## src/rtl/spi_regfile_periph.sv

```systemverilog
// SPI mode-0 target exposing a generic register bank with read-back on cipo.
// All SPI pins are oversampled in the clk domain; malformed frames are counted, never committed.
module spi_regfile_periph #(
    parameter int unsigned NUM_REGS    = 8,
    parameter int unsigned DATA_W      = 8,
    parameter int unsigned ADDR_W      = 7,
    parameter int unsigned SYNC_STAGES = 2
) (
    input  logic                         clk,
    input  logic                         rst,
    input  logic                         sclk,
    input  logic                         ncs,
    input  logic                         copi,
    output logic                         cipo,
    output logic                         cipo_oe,
    output logic [NUM_REGS*DATA_W-1:0]   regs_out,
    output logic                         wr_pulse,
    output logic [ADDR_W-1:0]            wr_addr,
    output logic [7:0]                   frame_err_cnt
);

    localparam int unsigned FRAME_W = 1 + ADDR_W + DATA_W;
    localparam int unsigned CNT_W   = $clog2(FRAME_W + 1);
    localparam int unsigned IDX_W   = (NUM_REGS > 1) ? $clog2(NUM_REGS) : 1;
    localparam int unsigned FLUSH_W = $clog2(SYNC_STAGES + 2);

    localparam logic [CNT_W-1:0]   CNT_ADDR  = CNT_W'(ADDR_W);
    localparam logic [CNT_W-1:0]   CNT_LAST  = CNT_W'(FRAME_W - 1);
    localparam logic [CNT_W-1:0]   CNT_FULL  = CNT_W'(FRAME_W);
    localparam logic [FLUSH_W-1:0] FLUSH_MAX = FLUSH_W'(SYNC_STAGES + 1);

    typedef enum logic [2:0] {StWaitHi, StIdle, StCmd, StData, StDone} state_e;

    state_e                 state_q, state_d;
    logic [SYNC_STAGES-1:0] sclk_sync_q, sclk_sync_d;
    logic [SYNC_STAGES-1:0] ncs_sync_q, ncs_sync_d;
    logic [SYNC_STAGES-1:0] copi_sync_q, copi_sync_d;
    logic                   sclk_dly_q, sclk_dly_d;
    logic                   ncs_dly_q, ncs_dly_d;
    logic [FLUSH_W-1:0]     flush_q, flush_d;
    logic [CNT_W-1:0]       cnt_q, cnt_d;
    logic [FRAME_W-1:0]     shift_q, shift_d;
    logic [DATA_W-1:0]      shadow_q, shadow_d;
    logic                   first_q, first_d;
    logic                   overrun_q, overrun_d;
    logic                   cipo_q, cipo_d;
    logic                   cipo_oe_q, cipo_oe_d;
    logic                   wr_pulse_q, wr_pulse_d;
    logic [ADDR_W-1:0]      wr_addr_q, wr_addr_d;
    logic [7:0]             err_q, err_d;
    logic [DATA_W-1:0]      regs_q [NUM_REGS];
    logic [DATA_W-1:0]      regs_d [NUM_REGS];

    logic                   sclk_s, ncs_s, copi_s;
    logic                   sclk_rise, sclk_fall, ncs_rise, ncs_fall;
    logic [FRAME_W-1:0]     shift_nxt;
    logic [ADDR_W-1:0]      addr_nxt, fr_addr;
    logic [DATA_W-1:0]      fr_data, shadow_shl;
    logic                   fr_rw;

    function automatic logic addr_ok(input logic [ADDR_W-1:0] a);
        return 64'(a) < 64'(NUM_REGS);
    endfunction

    assign sclk_s    = sclk_sync_q[SYNC_STAGES-1];
    assign ncs_s     = ncs_sync_q[SYNC_STAGES-1];
    assign copi_s    = copi_sync_q[SYNC_STAGES-1];
    assign sclk_rise = sclk_s & ~sclk_dly_q;
    assign sclk_fall = ~sclk_s & sclk_dly_q;
    assign ncs_rise  = ncs_s & ~ncs_dly_q;
    assign ncs_fall  = ~ncs_s & ncs_dly_q;

    assign shift_nxt  = {shift_q[FRAME_W-2:0], copi_s};
    assign addr_nxt   = shift_nxt[ADDR_W-1:0];
    assign fr_rw      = shift_q[FRAME_W-1];
    assign fr_addr    = shift_q[DATA_W +: ADDR_W];
    assign fr_data    = shift_q[DATA_W-1:0];
    assign shadow_shl = shadow_q << 1;

    always_comb begin
        sclk_sync_d = {sclk_sync_q[SYNC_STAGES-2:0], sclk};
        ncs_sync_d  = {ncs_sync_q[SYNC_STAGES-2:0], ncs};
        copi_sync_d = {copi_sync_q[SYNC_STAGES-2:0], copi};
        sclk_dly_d  = sclk_s;
        ncs_dly_d   = ncs_s;
        state_d     = state_q;
        flush_d     = flush_q;
        cnt_d       = cnt_q;
        shift_d     = shift_q;
        shadow_d    = shadow_q;
        first_d     = first_q;
        overrun_d   = overrun_q;
        cipo_d      = cipo_q;
        cipo_oe_d   = cipo_oe_q;
        wr_pulse_d  = 1'b0;
        wr_addr_d   = wr_addr_q;
        err_d       = err_q;
        regs_d      = regs_q;

        case (state_q)
            // Wait until the sync chain holds real pin samples, then for ncs to be high.
            StWaitHi: begin
                if (flush_q != FLUSH_MAX) begin
                    flush_d = flush_q + FLUSH_W'(1);
                end else if (ncs_s) begin
                    state_d = StIdle;
                end
            end
            StIdle: begin
                if (ncs_fall) begin
                    state_d   = StCmd;
                    cnt_d     = '0;
                    overrun_d = 1'b0;
                    first_d   = 1'b0;
                    cipo_d    = 1'b0;
                    cipo_oe_d = 1'b1;
                end
            end
            default: begin
                if (ncs_rise) begin
                    state_d   = StIdle;
                    cipo_d    = 1'b0;
                    cipo_oe_d = 1'b0;
                    if (cnt_q == CNT_FULL && !overrun_q) begin
                        if (fr_rw && addr_ok(fr_addr)) begin
                            regs_d[fr_addr[IDX_W-1:0]] = fr_data;
                            wr_addr_d  = fr_addr;
                            wr_pulse_d = 1'b1;
                        end
                    end else if (err_q != 8'hFF) begin
                        err_d = err_q + 8'd1;
                    end
                end else begin
                    case (state_q)
                        StCmd: begin
                            if (sclk_rise) begin
                                shift_d = shift_nxt;
                                cnt_d   = cnt_q + CNT_W'(1);
                                if (cnt_q == CNT_ADDR) begin
                                    shadow_d = addr_ok(addr_nxt) ?
                                               regs_q[addr_nxt[IDX_W-1:0]] : '0;
                                    first_d  = 1'b1;
                                    state_d  = StData;
                                end
                            end
                        end
                        StData: begin
                            if (sclk_rise) begin
                                shift_d = shift_nxt;
                                cnt_d   = cnt_q + CNT_W'(1);
                                if (cnt_q == CNT_LAST) begin
                                    state_d = StDone;
                                end
                            end else if (sclk_fall) begin
                                // First fall presents the MSB; later falls advance.
                                if (first_q) begin
                                    cipo_d  = shadow_q[DATA_W-1];
                                    first_d = 1'b0;
                                end else begin
                                    shadow_d = shadow_shl;
                                    cipo_d   = shadow_shl[DATA_W-1];
                                end
                            end
                        end
                        StDone: begin
                            if (sclk_rise) begin
                                overrun_d = 1'b1;
                            end
                        end
                        default: ;
                    endcase
                end
            end
        endcase
    end

    always_ff @(posedge clk) begin
        if (rst) begin
            state_q     <= StWaitHi;
            sclk_sync_q <= '0;
            ncs_sync_q  <= '1;
            copi_sync_q <= '0;
            sclk_dly_q  <= 1'b0;
            ncs_dly_q   <= 1'b1;
            flush_q     <= '0;
            cnt_q       <= '0;
            shift_q     <= '0;
            shadow_q    <= '0;
            first_q     <= 1'b0;
            overrun_q   <= 1'b0;
            cipo_q      <= 1'b0;
            cipo_oe_q   <= 1'b0;
            wr_pulse_q  <= 1'b0;
            wr_addr_q   <= '0;
            err_q       <= '0;
            for (int i = 0; i < NUM_REGS; i++) begin
                regs_q[i] <= '0;
            end
        end else begin
            state_q     <= state_d;
            sclk_sync_q <= sclk_sync_d;
            ncs_sync_q  <= ncs_sync_d;
            copi_sync_q <= copi_sync_d;
            sclk_dly_q  <= sclk_dly_d;
            ncs_dly_q   <= ncs_dly_d;
            flush_q     <= flush_d;
            cnt_q       <= cnt_d;
            shift_q     <= shift_d;
            shadow_q    <= shadow_d;
            first_q     <= first_d;
            overrun_q   <= overrun_d;
            cipo_q      <= cipo_d;
            cipo_oe_q   <= cipo_oe_d;
            wr_pulse_q  <= wr_pulse_d;
            wr_addr_q   <= wr_addr_d;
            err_q       <= err_d;
            regs_q      <= regs_d;
        end
    end

    for (genvar g = 0; g < NUM_REGS; g++) begin : g_flat
        assign regs_out[g*DATA_W +: DATA_W] = regs_q[g];
    end

    assign cipo          = cipo_q;
    assign cipo_oe       = cipo_oe_q;
    assign wr_pulse      = wr_pulse_q;
    assign wr_addr       = wr_addr_q;
    assign frame_err_cnt = err_q;

endmodule

```

## config.mk

```make
export PLATFORM = sky130hd
export DESIGN_NAME = spi_regfile_periph
export DESIGN_NICKNAME = d
export VERILOG_FILES = /design/src/rtl/spi_regfile_periph.sv
export SDC_FILE = /design/constraint.sdc
export NUM_CORES = 1
export LEC_CHECK = 0
export CORE_AREA = 3 3 99 111
export CTS_BUF_LIST = sky130_fd_sc_hd__clkbuf_8
export DETAILED_ROUTE_END_ITERATION = 16
export DIE_AREA = 0 0 102 114
export PLACE_DENSITY = 0.8
export SLEW_MARGIN = 40
export SYNTH_ARGS = -nofsm -noshare
export SYNTH_HDL_FRONTEND = slang
export SYNTH_SLANG_ARGS = --single-unit
```

## constraint.sdc

```tcl
create_clock -name clk -period 2.7 [get_ports clk]
set_clock_uncertainty 0.15 [all_clocks]
set_input_delay 0.81 -clock clk [delete_from_list [all_inputs] [get_ports clk]]
set_output_delay 0.81 -clock clk [all_outputs]
set_load 0.01 [all_outputs]
```

==> out/results.ini <==
[placed_design]
place_area_sq_um=6380
portBuffers=86
dp_hpwl_mm=9.70
gp_congestion=0.946

[global_route]
grt_util_all_layers_pct=25.3
met2_usage_pct=40.7
grt_pass1_vias=4577
use_met3_pct=5.87
busiest_layer=met2
use_met1_pct=33.3
antenna_found_initial=0
gr-total-overflow=0
grt_max_degree=47
grt_pass1_wl_mm=23.1

[outcome]
status=completed

[cells_and_area]
finalInstanceArea_sq_um=6790
area_growth_pct=24.6
layout.core_utilization_pct=68.6
fillers=777
n_antenna_cell=0
drive_gt1_share_pct=12.0
finalNetCount=657

[timing]
clock.fmax_mhz=415
fin_tns_setup_ns=0
finalSetupViolations=0
hold_viol_final=0
rsz0062_at_grt=no
finalCritPeriodShare_pct=89.2
tightest_slew_ns=0.631
max_slew_margin_pct=57.8
final_max_slew_viol_count=0
period_needed_ns=2.41

[logic_synthesis]
synth_area_leaders=dfxtp_1 (46%), mux2i_1 (12%), nor2_1 (6.5%), mux4_2 (4.5%), a21oi_1 (4.0%)
synth.top_cell.area_share_pct=46.3
ys_warn_count=0
ys_ff_latch=126
async_reset_ff_share_pct=0
syn_nets=577
synthCells=567
yosysSeqAreaShare_pct=46.3
yosysMostFrequentCell=dfxtp_1
synth_top_cell_by_area=dfxtp_1
syn_area_per_cell_sq_um=9.61
synth_area_sq_um=5450
synth_edf_count=0
synth_commonest_cells=dfxtp_1 (126), nor2_1 (94), mux2i_1 (66), a21oi_1 (43), nand2_1 (43)
ys.flop_type=dfxtp_1
synth_cell_types=55

[worst_setup_path]
cp_slowest_cell=clkdlybuf4s50_1
r2r-end=regs_out[54]
rr_startpoint=state_q[1]
worstSetupStartpointType=flop
crit_type=reg2out
worst-path-buf-inv=1
arrival_ns=1.45
reg2reg_depth=6
worst-r2r-setup-slack_ns=0.43
cp_slowest_stage_delay_ns=0.58
cp_top_family=buffers and inverters
critPathRequiredTime_ns=1.74
critPathMaxFanout=6
crit_chain=clkdlybuf4s50_1
cp-end-kind=output pin

[floorplanning]
coreArea_sq_um=9890
ioPinCount=87
num_rows=38
die_h_um=114
die-width_um=102
dieArea_sq_um=11600
start_util_pct=55.1

[route]
wirelength_mm=13.9
viasPerCell=5.82
vias=4543
dr.pass1.iters=5
drtAntennaViolNets=0
wl_per_cell_um=17.8
first_iter_violations=276
drc_errors=0

[hold_path]
holdPathEnd=ncs_sync_q[1]
hp-class=reg2reg
hp-start=ncs_sync_q[0]
hold-path-cell-count=1

[clock_tree]
clk_pin_slew_ns=0.07
cts_sinks=126
cts_inserted_buffers=17
post_cts.repair.setup_buffers=0
htree_levels=4
root_buffer=clkbuf_8
cts_resized=0
cts_hold_buf=0
clk_latency_ns=0.43
cts_max_path_buffers=2
cts_tree=done

[power]
peakVddDrop_v=0.000380
p_per_area_nw_per_um2=548
leakagePower_nw=2.91

[flow_run]
maxCapViolations=0

worst max path at each step:
| stage | startpoint | endpoint | slack [ns] | cells past startpoint |
|---|---|---|---|---|
| 3_5_place_dp | cnt_q[0] | regs_out[60] | 0.49 | 8 |
| 3_3_place_gp | cnt_q[0] | regs_out[51] | 0.59 | 8 |
| 5_1_grt | frame_err_cnt[2] | frame_err_cnt[2] | 0.25 | 1 |
| 4_1_cts | frame_err_cnt[2] | frame_err_cnt[2] | 0.29 | 1 |
| 6_report | frame_err_cnt[2] | frame_err_cnt[2] | 0.29 | 1 |
| 2_1_floorplan | cnt_q[0] | regs_out[10] | 0.83 | 9 |
stage by stage:
| step | hold WS, ns | std cells | setup WS (ns) | power (mW) |
|---|---|---|---|---|
| 5_1_grt | 0.292 | 780 | 0.252 | 3.85 |
| 3_5_place_dp | 0.255 | 748 | 0.494 | 2.09 |
| 4_1_cts | 0.275 | 780 | 0.287 | 3.74 |
| 2_1_floorplan | 0.239 | 567 | 0.834 | 2.06 |
| 6_report | 0.270 | 780 | 0.292 | 3.72 |
| 3_3_place_gp | 0.253 | 748 | 0.590 | 2.09 |
power by group:
group / leakage, nW / switching (mW) / internal (mW)
registers: 1.02 / 0.0247 / 1.88
clock network: 0.206 / 0.722 / 0.947
logic: 1.68 / 0.0851 / 0.0593
total: 2.91 / 0.832 / 2.89
cell usage in the layout, fill, tap and decap left out, types with 4 or more instances in the layout:
| master | n |
|---|---|
| buf_4 | 15 |
| nor2b_1 | 10 |
| mux2i_1 | 66 |
| nor2_1 | 94 |
| nand3_1 | 8 |
| ha_1 | 5 |
| nand4b_1 | 5 |
| nor3_1 | 10 |
| o22ai_1 | 5 |
| clkdlybuf4s50_1 | 85 |
| a21oi_1 | 43 |
| mux2_2 | 10 |
| or2_2 | 4 |
| nand4_1 | 4 |
| inv_1 | 7 |
| clkinv_2 | 4 |
| nand2_1 | 43 |
| mux4_2 | 11 |
| and3_1 | 4 |
| xnor2_1 | 7 |
| clkbuf_8 | 19 |
| o21ai_0 | 13 |
| and2_1 | 9 |
| clkinvlp_4 | 4 |
| dfxtp_1 | 126 |
logic make-up (layout without fill, tap and decap cells):
logic type / Yosys count / after routing / share of synthesized area (%)
AO/OA/AOI/OAI: 77 / 77 / 8.13
multiplexers: 87 / 87 / 18.7
XOR/XNOR: 8 / 8 / 1.29
flip-flops: 126 / 126 / 46.3
adder cells (fa/ha/maj): 5 / 5 / 1.15
buffers and inverters: 44 / 137 / 3.67
AND/OR/NAND/NOR: 220 / 220 / 20.7
area by class of cell:
cell class	instances	area (sq um)	share of cell area, %
multi-input combinational	397	2730	40.1
sequential	126	2520	37.2
timing repair buffer	100	963	14.2
clock buffer	19	262	3.85
tap	120	150	2.21
clock inverter	13	148	2.17
inverter	5	18.8	0.276
metal layers:
layer / vias up / wire length [um]
li1: 2147 / -
met1: 2204 / 6070
met2: 164 / 6700
met3: 28 / 856
met4: 0 / 261
met5: - / 0
sequential cells by signal, indices dropped and copies added, names as in the netlist, 2 cells and up:
| name | cells |
|---|---|
| regs_out | 64 |
| shift_q | 16 |
| frame_err_cnt | 8 |
| shadow_q | 8 |
| wr_addr | 7 |
| cnt_q | 5 |
| state_q | 3 |
| copi_sync_q | 2 |
| flush_q | 2 |
| ncs_sync_q | 2 |
| sclk_sync_q | 2 |
No activity file was read; power rests on OpenSTA's default activity.
